[src/rtl/mem_ctrl.sv]
// Byte-serial memory controller: arbitrates instruction fetches and load/store
// requests onto one byte-wide RAM port, assembling or splitting 32-bit words.
module mem_ctrl (
    input  logic        clk,
    input  logic        rst,
    input  logic        rdy,
    input  logic        flush,
    input  logic        if_req,
    input  logic [31:0] if_addr,
    output logic        mem_ready,
    output logic [31:0] mem_inst,
    input  logic        ls_req,
    input  logic        ls_we,
    input  logic [1:0]  ls_size,
    input  logic [31:0] ls_addr,
    input  logic [31:0] ls_wdata,
    output logic        ls_ready,
    output logic [31:0] ls_rdata,
    input  logic [7:0]  mem_din,
    output logic [7:0]  mem_dout,
    output logic [31:0] mem_a,
    output logic        mem_wr,
    input  logic        io_buffer_full
);

    typedef enum logic [1:0] {
        IDLE  = 2'd0,
        IF_RD = 2'd1,
        LS_RD = 2'd2,
        LS_WR = 2'd3
    } state_t;

    function automatic logic [2:0] size_len(input logic [1:0] size);
        case (size)
            2'd0:    size_len = 3'd1;
            2'd1:    size_len = 3'd2;
            default: size_len = 3'd4;
        endcase
    endfunction

    function automatic logic [7:0] byte_sel(input logic [31:0] word, input logic [1:0] idx);
        case (idx)
            2'd0:    byte_sel = word[7:0];
            2'd1:    byte_sel = word[15:8];
            2'd2:    byte_sel = word[23:16];
            default: byte_sel = word[31:24];
        endcase
    endfunction

    state_t      state_q, state_d;
    logic [2:0]  cnt_q, cnt_d;
    logic [2:0]  len_q, len_d;
    logic        last_ls_q, last_ls_d;
    logic        io_q, io_d;
    logic [31:0] base_q, base_d;
    logic [31:0] wdata_q, wdata_d;
    logic [31:0] data_q, data_d;
    logic [31:0] mem_a_q, mem_a_d;
    logic [7:0]  mem_dout_q, mem_dout_d;
    logic        mem_wr_q, mem_wr_d;
    logic        mem_ready_q, mem_ready_d;
    logic [31:0] mem_inst_q, mem_inst_d;
    logic        ls_ready_q, ls_ready_d;
    logic [31:0] ls_rdata_q, ls_rdata_d;

    logic        ls_ok_s, if_ok_s, grant_ls_s, grant_if_s, io_stall_s;
    logic [2:0]  cnt_inc_s;
    logic [31:0] addr_next_s;

    // A requester still high during its own completion pulse is not re-served that cycle.
    assign ls_ok_s     = ls_req & ~ls_ready_q;
    assign if_ok_s     = if_req & ~mem_ready_q;
    assign grant_ls_s  = ls_ok_s & (~if_ok_s | ~last_ls_q);
    assign grant_if_s  = if_ok_s & ~grant_ls_s;
    assign io_stall_s  = (state_q == LS_WR) & io_q & io_buffer_full;
    assign cnt_inc_s   = cnt_q + 3'd1;
    assign addr_next_s = base_q + {29'd0, cnt_inc_s};

    assign mem_a     = mem_a_q;
    assign mem_dout  = mem_dout_q;
    assign mem_wr    = mem_wr_q & ~io_stall_s;
    assign mem_ready = mem_ready_q;
    assign mem_inst  = mem_inst_q;
    assign ls_ready  = ls_ready_q;
    assign ls_rdata  = ls_rdata_q;

    // Next-state, arbitration, byte sequencing and output computation.
    always_comb begin
        state_d     = state_q;
        cnt_d       = cnt_q;
        len_d       = len_q;
        last_ls_d   = last_ls_q;
        io_d        = io_q;
        base_d      = base_q;
        wdata_d     = wdata_q;
        data_d      = data_q;
        mem_a_d     = mem_a_q;
        mem_dout_d  = mem_dout_q;
        mem_wr_d    = mem_wr_q;
        mem_ready_d = 1'b0;
        mem_inst_d  = mem_inst_q;
        ls_ready_d  = 1'b0;
        ls_rdata_d  = ls_rdata_q;
        case (state_q)
            IDLE: begin
                mem_a_d    = 32'd0;
                mem_dout_d = 8'd0;
                mem_wr_d   = 1'b0;
                cnt_d      = 3'd0;
                if (flush) begin
                    state_d = IDLE;
                end else if (grant_ls_s) begin
                    base_d    = ls_addr;
                    len_d     = size_len(ls_size);
                    wdata_d   = ls_wdata;
                    io_d      = ls_we & (ls_addr[17:16] == 2'b11);
                    data_d    = 32'd0;
                    mem_a_d   = ls_addr;
                    last_ls_d = 1'b1;
                    if (ls_we) begin
                        state_d    = LS_WR;
                        mem_wr_d   = 1'b1;
                        mem_dout_d = ls_wdata[7:0];
                    end else begin
                        state_d = LS_RD;
                    end
                end else if (grant_if_s) begin
                    base_d    = if_addr;
                    len_d     = 3'd4;
                    io_d      = 1'b0;
                    data_d    = 32'd0;
                    mem_a_d   = if_addr;
                    last_ls_d = 1'b0;
                    state_d   = IF_RD;
                end else begin
                    state_d = IDLE;
                end
            end
            IF_RD, LS_RD: begin
                if (flush) begin
                    state_d = IDLE;
                    cnt_d   = 3'd0;
                    mem_a_d = 32'd0;
                    data_d  = 32'd0;
                end else begin
                    // Byte addressed in cycle k lands on mem_din one cycle later.
                    case (cnt_q)
                        3'd1:    data_d[7:0]   = mem_din;
                        3'd2:    data_d[15:8]  = mem_din;
                        3'd3:    data_d[23:16] = mem_din;
                        3'd4:    data_d[31:24] = mem_din;
                        default: data_d        = data_q;
                    endcase
                    if (cnt_q == len_q) begin
                        state_d = IDLE;
                        cnt_d   = 3'd0;
                        mem_a_d = 32'd0;
                        if (state_q == IF_RD) begin
                            mem_ready_d = 1'b1;
                            mem_inst_d  = data_d;
                        end else begin
                            ls_ready_d = 1'b1;
                            ls_rdata_d = data_d;
                        end
                    end else begin
                        cnt_d = cnt_inc_s;
                        if (cnt_inc_s < len_q) begin
                            mem_a_d = addr_next_s;
                        end else begin
                            mem_a_d = mem_a_q;
                        end
                    end
                end
            end
            LS_WR: begin
                if (io_stall_s) begin
                    state_d = LS_WR;
                end else if (cnt_inc_s < len_q) begin
                    cnt_d      = cnt_inc_s;
                    mem_a_d    = addr_next_s;
                    mem_dout_d = byte_sel(wdata_q, cnt_inc_s[1:0]);
                end else begin
                    state_d    = IDLE;
                    cnt_d      = 3'd0;
                    mem_a_d    = 32'd0;
                    mem_dout_d = 8'd0;
                    mem_wr_d   = 1'b0;
                    ls_ready_d = 1'b1;
                end
            end
            default: begin
                state_d    = IDLE;
                cnt_d      = 3'd0;
                mem_a_d    = 32'd0;
                mem_dout_d = 8'd0;
                mem_wr_d   = 1'b0;
            end
        endcase
    end

    // State register: async reset, frozen entirely while rdy is low.
    always_ff @(posedge clk or negedge rst) begin
        if (!rst) begin
            state_q     <= IDLE;
            cnt_q       <= 3'd0;
            len_q       <= 3'd0;
            last_ls_q   <= 1'b0;
            io_q        <= 1'b0;
            base_q      <= 32'd0;
            wdata_q     <= 32'd0;
            data_q      <= 32'd0;
            mem_a_q     <= 32'd0;
            mem_dout_q  <= 8'd0;
            mem_wr_q    <= 1'b0;
            mem_ready_q <= 1'b0;
            mem_inst_q  <= 32'd0;
            ls_ready_q  <= 1'b0;
            ls_rdata_q  <= 32'd0;
        end else if (rdy) begin
            state_q     <= state_d;
            cnt_q       <= cnt_d;
            len_q       <= len_d;
            last_ls_q   <= last_ls_d;
            io_q        <= io_d;
            base_q      <= base_d;
            wdata_q     <= wdata_d;
            data_q      <= data_d;
            mem_a_q     <= mem_a_d;
            mem_dout_q  <= mem_dout_d;
            mem_wr_q    <= mem_wr_d;
            mem_ready_q <= mem_ready_d;
            mem_inst_q  <= mem_inst_d;
            ls_ready_q  <= ls_ready_d;
            ls_rdata_q  <= ls_rdata_d;
        end
    end

endmodule

[config.mk]
export PLATFORM = sky130hd
export DESIGN_NAME = mem_ctrl
export DESIGN_NICKNAME = d
export VERILOG_FILES = /design/src/rtl/mem_ctrl.sv
export SDC_FILE = /design/constraint.sdc
export NUM_CORES = 1
export LEC_CHECK = 0
export BUFFER_PORTS_ARGS = -buffer_cell sky130_fd_sc_hd__clkbuf_2
export CORE_MARGIN = 2
export CORE_UTILIZATION = 50
export CTS_CLUSTER_DIAMETER = 40
export DETAILED_ROUTE_END_ITERATION = 16
export PLACE_DENSITY_LB_ADDON = 0.2
export SLEW_MARGIN = 20
export SYNTH_ARGS = -nofsm -noshare
export SYNTH_HDL_FRONTEND = slang
export SYNTH_SLANG_ARGS = --single-unit
[constraint.sdc]
create_clock -name clk -period 3.05 [get_ports clk]
set_input_delay 0.4575 -clock clk [delete_from_list [all_inputs] [get_ports clk]]
set_output_delay 0.4575 -clock clk [all_outputs]
set_load 0.01 [all_outputs]
# Word-level counts from Yosys, hierarchy flattened
# Index checks and enable logic that the tools add are counted.
dict set report op_classes {
  n_eq_ne 19
  n_addsub 2
  order_cmp 1
  bitwise 17
  n_reduce_logical 17
  n_mux 63
}
# op n
set op_table {}
lappend op_table {{32-bit 2-to-1 mux} 14}
lappend op_table {{32-bit one-hot mux with 3 select lines} 1}
lappend op_table {{8-bit 2-to-1 mux} 9}
lappend op_table {{32-bit one-hot mux with 2 select lines} 1}
lappend op_table {{32-bit by 3-bit adder with 32-bit output} 1}
lappend op_table {{8-bit one-hot mux with 3 select lines} 1}
lappend op_table {{1-bit 2-to-1 mux} 19}
lappend op_table {{3-bit 2-to-1 mux} 6}
lappend op_table {{8-bit one-hot mux with 2 select lines} 1}
lappend op_table {{4-bit AND reduction} 4}
lappend op_table {{2-bit 2-to-1 mux} 6}
lappend op_table {{5-bit AND reduction} 2}
lappend op_table {{3-bit inequality test, second input constant} 3}
lappend op_table {{3-bit one-hot mux with 3 select lines} 1}
lappend op_table {{3-bit AND reduction} 3}
lappend op_table {{1-bit bitwise AND} 8}
lappend op_table {{2-bit equality test, second input constant} 4}
lappend op_table {{1-bit NOT} 8}
lappend op_table {{2-bit by 1-bit equality test with 1-bit output, second input constant} 3}
lappend op_table {{3-bit by 2-bit equality test with 1-bit output, second input constant} 2}
lappend op_table {{2-bit zero test} 3}
lappend op_table {{2-bit inequality test, second input constant} 3}
lappend op_table {{2-bit one-hot mux with 3 select lines} 1}
lappend op_table {{3-bit one-hot mux with 2 select lines} 1}
lappend op_table {{11 further kinds} 14}
dict set report totals {
  out_inout_bits 107
  reg_bits 213
  elab_cells 134
}

# Longest topological paths before layout
# Gate-level depths: netlist of the first run.
dict set report depth {
  depth_word 11
  ltp_mapped 11
  ltp_nobuf 9
}

# Least setup slack after synthesis of the first run
# Ideal clock, no wire load.
dict set report synth_path {
  path_kind {register to register}
  start {reg cnt_q[0]}
  end {reg mem_a_q[30] (netlist: mem_a[30])}
  setup_time_ns 0.126
  arrival_ns 2.631
  t_required_ns 2.924
  synth_period_minus_slack_ns 2.757
  stages_incl_launch_ff 11
  slack_ns 0.293
  path_cell_list {dfrtp_1 > ha_1 > ha_1 > inv_1 > ha_1 > a21oi_1 > or4_1 > buf_2 > nor4_1 > xor2_1 > a221o_1}
}
dict set report synth_via {
  elab_chain_len 6
  word_cells_on_any_way 12
  cone_classes {add/sub: 2; order compare: 1; eq/ne: 2; mux: 6; reduce/logical: 1}
}
# item line
set synth_lines {}
lappend synth_lines {{start: declaration} 51} ;# logic [2:0] cnt_q, cnt_d;
lappend synth_lines {{start signal: assignment} 221} ;# cnt_q <= cnt_d;
lappend synth_lines {{3-bit by 1-bit adder with 3-bit output} 76} ;# assign cnt_inc_s = cnt_q + 3'd1;
lappend synth_lines {{32-bit by 3-bit adder with 32-bit output} 77} ;# assign addr_next_s = base_q + {29'd0, cnt_inc_s};
lappend synth_lines {{32-bit 2-to-1 mux} 167} ;# if (cnt_inc_s < len_q) begin
lappend synth_lines {{32-bit 2-to-1 mux} 154} ;# if (cnt_q == len_q) begin
lappend synth_lines {{32-bit 2-to-1 mux} 140} ;# if (flush) begin
lappend synth_lines {{32-bit one-hot mux with 3 select lines} 104} ;# case (state_q)
lappend synth_lines {{end signal: assignment} 228} ;# mem_a_q <= mem_a_d;
lappend synth_lines {{end: declaration} 58} ;# logic [31:0] mem_a_q, mem_a_d;
# Parallel ways exist; a longest one is shown, timed or not. The select of a mux whose other input is x is not followed.
# A chain may end at the register's enable or synchronous reset.

# Worst setup path in the final report of the first run
dict set report layout_path {
  start {reg cnt_q[1]}
  end {reg mem_a_q[19] (netlist: mem_a[19])}
}
# The elaborated chain is that of the path after synthesis.

==> results.sh, run 1 <==
export IMPL_antenna_cells=0
export IMPL_r2r_start="cnt_q[1]$_DFFE_PN0P_"
export IMPL_final_hold_viol_count=0
export IMPL_drt_iter0_markers=673
export IMPL_pin_count=221
export IMPL_die_h_microns=146.9
export IMPL_r2r_end="mem_a[19]$_DFFE_PN0P_"
export IMPL_rows=52
export IMPL_mappedNetlistNets=1137
export IMPL_design_area_sq_um=12920
export IMPL_p_per_area_nw_per_um2=881.3
export IMPL_cts_root_buf="clkbuf_16"
export IMPL_drc=0
export IMPL_grt_pass1_wl_mm=45.55
export IMPL_maxCapViolations=0
export IMPL_die_w_microns=146.9
export IMPL_switchingPower_mw=3.826
export IMPL_setup_worst_path_end="mem_a[19]$_DFFE_PN0P_"
export IMPL_nFillCells=1711
export IMPL_core_area_sq_um=20170
export IMPL_async_flop_share=1.000
export IMPL_syn_inst=1005
export IMPL_min_period_ps=2861
export IMPL_clk_path_buf_depth=3
export IMPL_comb_power_share=0.277
export IMPL_numPortBuffers=220
export IMPL_slew_violations=0
export IMPL_fin_setup_tns_ps=0
export IMPL_p_seq_frac=0.364
export IMPL_critPathArrivalTime_ps=3240
export IMPL_finalCritPeriodShare=0.9380
export IMPL_synth_cell_type_count=52
export IMPL_r2r_slack_ps=190
export IMPL_yosysTopAreaCell="dfrtp_1"
export IMPL_internal_power_mw=7.565
export IMPL_htreeDepth=2
export IMPL_synth_seq_cells=213
export IMPL_antenna_found_initial=0
export IMPL_finClkSkew_ps=22.19
export IMPL_finalWorstSetupSlack_ps=189.2
export IMPL_vias=8870
export IMPL_drive_above_1_share=0.2867
export IMPL_avgSynthCellArea_sq_um=10.16
export IMPL_min_path_type="input port to register"
export IMPL_vias_per_cell=5.855
export IMPL_fp_dieArea_sq_um=21580
export IMPL_syn_area_sq_um=10210
export IMPL_finalWirelength_mm=28.69
export IMPL_worstMarginPinSlew_ps=999.6
export IMPL_cts_sinks=213
export IMPL_cp_required_ps=3430
export IMPL_rsz0062_at_grt="false"
export IMPL_max_freq_mhz=349.6
export IMPL_setup_viol=0
export IMPL_grt_overflow=0
export IMPL_grt_max_degree=93
export IMPL_first_global_vias=8720
export IMPL_pwr_share_clk=0.359
export IMPL_ys_flop_type="dfrtp_1"
export IMPL_slew_headroom=0.3280
export IMPL_end_kind="register"
export IMPL_synth_edf_count=0
export IMPL_layout_nets=1351
export IMPL_cp_startpoint="cnt_q[1]$_DFFE_PN0P_"
export IMPL_placed_cell_area_sq_um=11670
export IMPL_place_gp_congestion=0.8537
export IMPL_cts_inserted_buffers=35
export IMPL_reg2regPathDepth=9
export IMPL_p_sw_frac=0.3359
export IMPL_syn_to_final_growth_pct=26.58
export IMPL_ys_seq_area_frac=0.5220
export IMPL_cellLeakagePower_nw=6.215
export IMPL_initial_utilization=0.5063
export IMPL_path_class="register to register"
export IMPL_cp_max_fo=7
export IMPL_clkTransAtPathRegs_ps=60
export IMPL_track_usage=0.2623
export IMPL_cts_setup_buffers=0
export IMPL_hpwl_mm=19.42
export IMPL_wl_per_cell_microns=18.94
export IMPL_ys_top_cells_by_area="dfrtp_1, nand2_1, mux2_2"
export IMPL_yosys_warnings=0
export IMPL_drtPass1Iterations=9
export IMPL_synth_top_area_share=0.5220
export IMPL_ant_nets=0
export IMPL_vdd_drop_max_uv=514.0
export IMPL_clock_latency_ps=500
export IMPL_pre_cts_ws_ps=148.7
export IMPL_power_mw=11.39
export IMPL_cts_tree="built"
export IMPL_status="completed"
export IMPL_startpoint_type="register"
export IMPL_post_route_util=0.6408
[how the worst min path moves through the flow]
stage	from	endpoint	slack, ps	cells after the start
6_report	ls_size[0]	len_q[0]$_DFFE_PN0P_	180	2
2_1_floorplan	rst	base_q[0]$_DFFE_PN0P_	160	0
3_3_place_gp	rst	mem_a[25]$_DFFE_PN0P_	430	1
5_1_grt	ls_size[0]	len_q[0]$_DFFE_PN0P_	170	2
4_1_cts	ls_size[0]	len_q[0]$_DFFE_PN0P_	160	2
3_5_place_dp	rst	mem_a[25]$_DFFE_PN0P_	420	1
[through the flow]
| step | cells | hold WS (ps) |
|---|---|---|
| after floorplan | 1005 | 161.9 |
| after global placement | 1451 | 425.3 |
| after detailed placement | 1451 | 423.0 |
| after CTS | 1515 | 157.5 |
| after global routing | 1515 | 165.7 |
| final | 1515 | 180.7 |
[cell usage in the layout (no fill, tap or decap), drive strengths merged, types with 17 or more instances in the layout]
cell type	instances
o21ai	43
nor2	79
inv	17
nand2	144
a221o	24
clkbuf	266
dfrtp	213
ha	17
mux2i	32
a31oi	32
nor3	17
xnor2	19
nand3	18
buf	28
a21oi	73
a22o	32
mux2	34
[Yosys cell counts (5+ instances only)]
master and instances:
mux2i_1 32, a2111oi_0 16, xor2_1 9, o21ai_0 40, a221o_1 24, nand2_1 144, a211oi_1 5, mux2_2 34
a21oi_1 73, and3_1 5, nand4_1 8, clkbuf_1 50, a21o_1 6, a31oi_1 32, inv_1 14, ha_1 17
buf_2 5, nor3_1 17, nor2_1 79, a222oi_1 8, o32a_1 12, xnor2_1 19, nand2b_1 5, dfrtp_1 213
nand3_1 18, a22o_1 32, buf_1 17, a22oi_1 16
[routing by layer]
| metal | track usage | share of wire |
|---|---|---|
| met1 | 0.3712 | 0.44 |
| met2 | 0.4101 | 0.46 |
| met3 | 0.05870 | 0.082 |
| met4 | 0.07548 | 0.018 |
| met5 | 0 | 0 |
[logic make-up (layout without fill, tap and decap cells)]
kind of cell,after synthesis,in the layout,synth area share
fa+ha+maj,18,18,0.02279
mux,66,66,0.06886
flops,213,213,0.5220
simple gates,304,304,0.1311
xor+xnor,28,28,0.02402
buf+inv,87,327,0.03259
compound gates,289,289,0.1986
[sequential cells by signal, summed over array words and instances (netlist names), 2 cells and up]
| register | cells |
|---|---|
| base_q | 32 |
| data_q | 32 |
| ls_rdata | 32 |
| mem_a | 32 |
| mem_inst | 32 |
| wdata_q | 32 |
| mem_dout | 8 |
| cnt_q | 3 |
| len_q | 3 |
| state_q | 2 |
[critical path, stage by stage (launching register included)]
cell	delay (ps)
dfrtp_1	450
ha_1	220
ha_1	300
inv_1	70
ha_1	350
nand3_1	230
a21oi_1	490
nand3_1	180
xnor2_1	160
a221o_1	310
[what timing repair did]
action,CTS,global route
hold endpoints to repair,44,0
gates resized for setup,0,3
setup endpoints to repair,0,16
hold buffers,1,0
[layout make-up]
type                            count  area, sq um  share of cell area
Sequential cell                   213         5330              0.4124
Tap cell                          270        337.8             0.02614
Multi-Input combinational cell    705         4589              0.3551
Clock buffer                       46         1020             0.07890
Inverter                           15        56.30            0.004356
Timing Repair Buffer              249         1380              0.1068
Clock inverter                     17        211.5             0.01636
[power groups by stage]
stage / Sequential [mW] / Combinational (mW) / Clock, mW
6_report: 4.15 / 3.15 / 4.09
5_1_grt: 4.24 / 3.47 / 4.28
4_1_cts: 4.13 / 3.14 / 4.14
3_5_place_dp: 4.17 / 3.12 / 0
3_3_place_gp: 4.15 / 3.04 / 0
2_1_floorplan: 4.10 / 2.00 / 0
Power figures use the tool's default switching activity.
==> run 2: changes to the inputs <==
--- a/config.mk
+++ b/config.mk
@@ -6,8 +6,8 @@
 export NUM_CORES = 1
 export LEC_CHECK = 0
 export BUFFER_PORTS_ARGS = -buffer_cell sky130_fd_sc_hd__clkbuf_2
-export CORE_MARGIN = 2
-export CORE_UTILIZATION = 50
+export CORE_MARGIN = 1.5
+export CORE_UTILIZATION = 25
 export CTS_CLUSTER_DIAMETER = 40
 export DETAILED_ROUTE_END_ITERATION = 16
 export PLACE_DENSITY_LB_ADDON = 0.2
==> constraint.sdc (replaced) <==
create_clock -name clk -period 3.05 [get_ports clk]
set_input_delay 0.7625 -clock clk [delete_from_list [all_inputs] [get_ports clk]]
set_output_delay 0.7625 -clock clk [all_outputs]
set_load 0.01 [all_outputs]
==> results.sh, run 2 (same netlist as run 1, synthesis figures left out) <==
export IMPL_min_path_type="input port to async pin"
export IMPL_drt_iter0_markers=539
export IMPL_cts_setup_buffers=0
export IMPL_grt_max_degree=66
export IMPL_finalCritPeriodShare=0.9318
export IMPL_vias_per_cell=4.887
export IMPL_syn_to_final_growth_pct=33.55
export IMPL_numPortBuffers=220
export IMPL_critPathBufInv=1
export IMPL_cp_max_fo=7
export IMPL_pin_count=221
export IMPL_maxCapViolations=0
export IMPL_hpwl_mm=24.08
export IMPL_cts_inserted_buffers=43
export IMPL_die_h_microns=205.1
export IMPL_clkTransAtPathRegs_ps=50
export IMPL_grt_overflow=0
export IMPL_clock_latency_ps=550
export IMPL_drc=0
export IMPL_r2r_start="cnt_q[1]$_DFFE_PN0P_"
export IMPL_fin_setup_tns_ps=0
export IMPL_htreeDepth=2
export IMPL_layout_commonest_cell="clkbuf_2"
export IMPL_hold_slack_ps=178.7
export IMPL_p_per_area_nw_per_um2=907.5
export IMPL_slew_violations=0
export IMPL_nFillCells=4134
export IMPL_rsz0062_at_grt="false"
export IMPL_die_w_microns=205.1
export IMPL_rows=73
export IMPL_critPathArrivalTime_ps=3280
export IMPL_layout_common_cells="clkbuf_2, dfrtp_1, nand2_1"
export IMPL_pre_cts_ws_ps=166.5
export IMPL_crit_chain="ha_1 -> ha_1 -> inv_1 -> ha_1 -> a21oi_1 -> or4_1 -> nor4_1 -> xor2_1 -> a221o_1"
export IMPL_status="completed"
export IMPL_finClkSkew_ps=16.08
export IMPL_cp_startpoint="cnt_q[1]$_DFFE_PN0P_"
export IMPL_crit_path_max_incr_delay_ps=550
export IMPL_drtPass1Iterations=5
export IMPL_cts_tree="built"
export IMPL_vias=8786
export IMPL_fp_dieArea_sq_um=42070
export IMPL_grt_pass1_wl_mm=52.61
export IMPL_cts_root_buf="clkbuf_16"
export IMPL_drive_above_1_share=0.3013
export IMPL_vdd_drop_max_uv=443.5
export IMPL_startpoint_type="register"
export IMPL_min_period_ps=2842
export IMPL_first_global_vias=8795
export IMPL_path_common_cell="ha_1"
export IMPL_cts_sinks=213
export IMPL_initial_utilization=0.2552
export IMPL_placed_cell_area_sq_um=12100
export IMPL_setup_viol=0
export IMPL_clk_path_buf_depth=3
export IMPL_power_mw=12.38
export IMPL_layout_nets=1369
export IMPL_final_hold_viol_count=0
export IMPL_path_class="register to register"
export IMPL_ant_nets=0
export IMPL_critPathTopFamily="simple AND/OR/NAND/NOR gates"
export IMPL_track_usage=0.1642
export IMPL_finalWorstSetupSlack_ps=207.9
export IMPL_design_area_sq_um=13640
export IMPL_antenna_found_initial=1
export IMPL_crit_path_top_delay_cell="or4_1"
export IMPL_multi_input_area_sq_um=4584
export IMPL_ff_latch_area_sq_um=5330
export IMPL_cellLeakagePower_nw=6.418
export IMPL_core_area_sq_um=40010
export IMPL_finalWirelength_mm=34.47
export IMPL_wl_per_cell_microns=19.17
export IMPL_worstMarginPinSlew_ps=952.8
export IMPL_end_kind="register"
export IMPL_max_freq_mhz=351.8
export IMPL_place_gp_congestion=0.8117
export IMPL_hold_buffers=0
export IMPL_cp_required_ps=3480
export IMPL_slew_headroom=0.3599
## run 2: metal layers
metal	track usage	part of all wire	vias to the layer above
met5	0	0	-
met4	0.05813	0.024	0
met3	0.03261	0.057	54
met2	0.2711	0.48	259
met1	0.2127	0.44	4319
li1	-	-	4154
## run 2: area by class of cell
class,count,share of cell area
Inverter,15,0.004129
Sequential cell,213,0.3909
Antenna cell,2,0.0003670
Timing Repair Buffer,259,0.1085
Clock buffer,50,0.08460
Clock inverter,29,0.02725
Multi-Input combinational cell,705,0.3362
Tap cell,525,0.04817
## run 2: metrics by stage
stage | cells | utilization
CTS | 1796 | 0.3406
finish | 1798 | 0.3409
detailed placement | 1717 | 0.3024
global route | 1796 | 0.3407
floorplan | 1005 | -
global placement | 1717 | 0.3024
## run 2: path summary, 6_finish.rpt
kind | slack [ps] | cells past startpoint | endpoint
max | 210 | 9 | mem_a[30]$_DFFE_PN0P_
min reg2reg | 480 | 1 | mem_wr_q$_DFFE_PN0P_
min | 180 | 1 | wdata_q[30]$_DFFE_PN0P_
max reg2reg | 210 | 9 | mem_a[30]$_DFFE_PN0P_
min in group clk | 420 | 2 | len_q[0]$_DFFE_PN0P_
max in group asynchronous | 2060 | 2 | mem_inst[17]$_DFFE_PN0P_
## run 2: worst reg2reg max path, stage by stage, from the launching register on
cell	delay, ps
dfrtp_1	390
ha_1	190
ha_1	310
inv_1	60
ha_1	350
a21oi_1	100
or4_1	550
nor4_1	340
xor2_1	110
a221o_1	320
## run 2: repair_timing
item,4_1_cts,5_1_grt
gates resized for setup,0,2
setup endpoints to repair,0,17
endpoints found under the hold margin,0,0
## run 2: report_power, final
part	leakage [nW]	total (mW)	switching (mW)	internal [mW]
combinational	2.92	3.26	1.88	1.38
sequential	2.76	4.15	0.618	3.53
clock	0.737	4.97	1.66	3.31
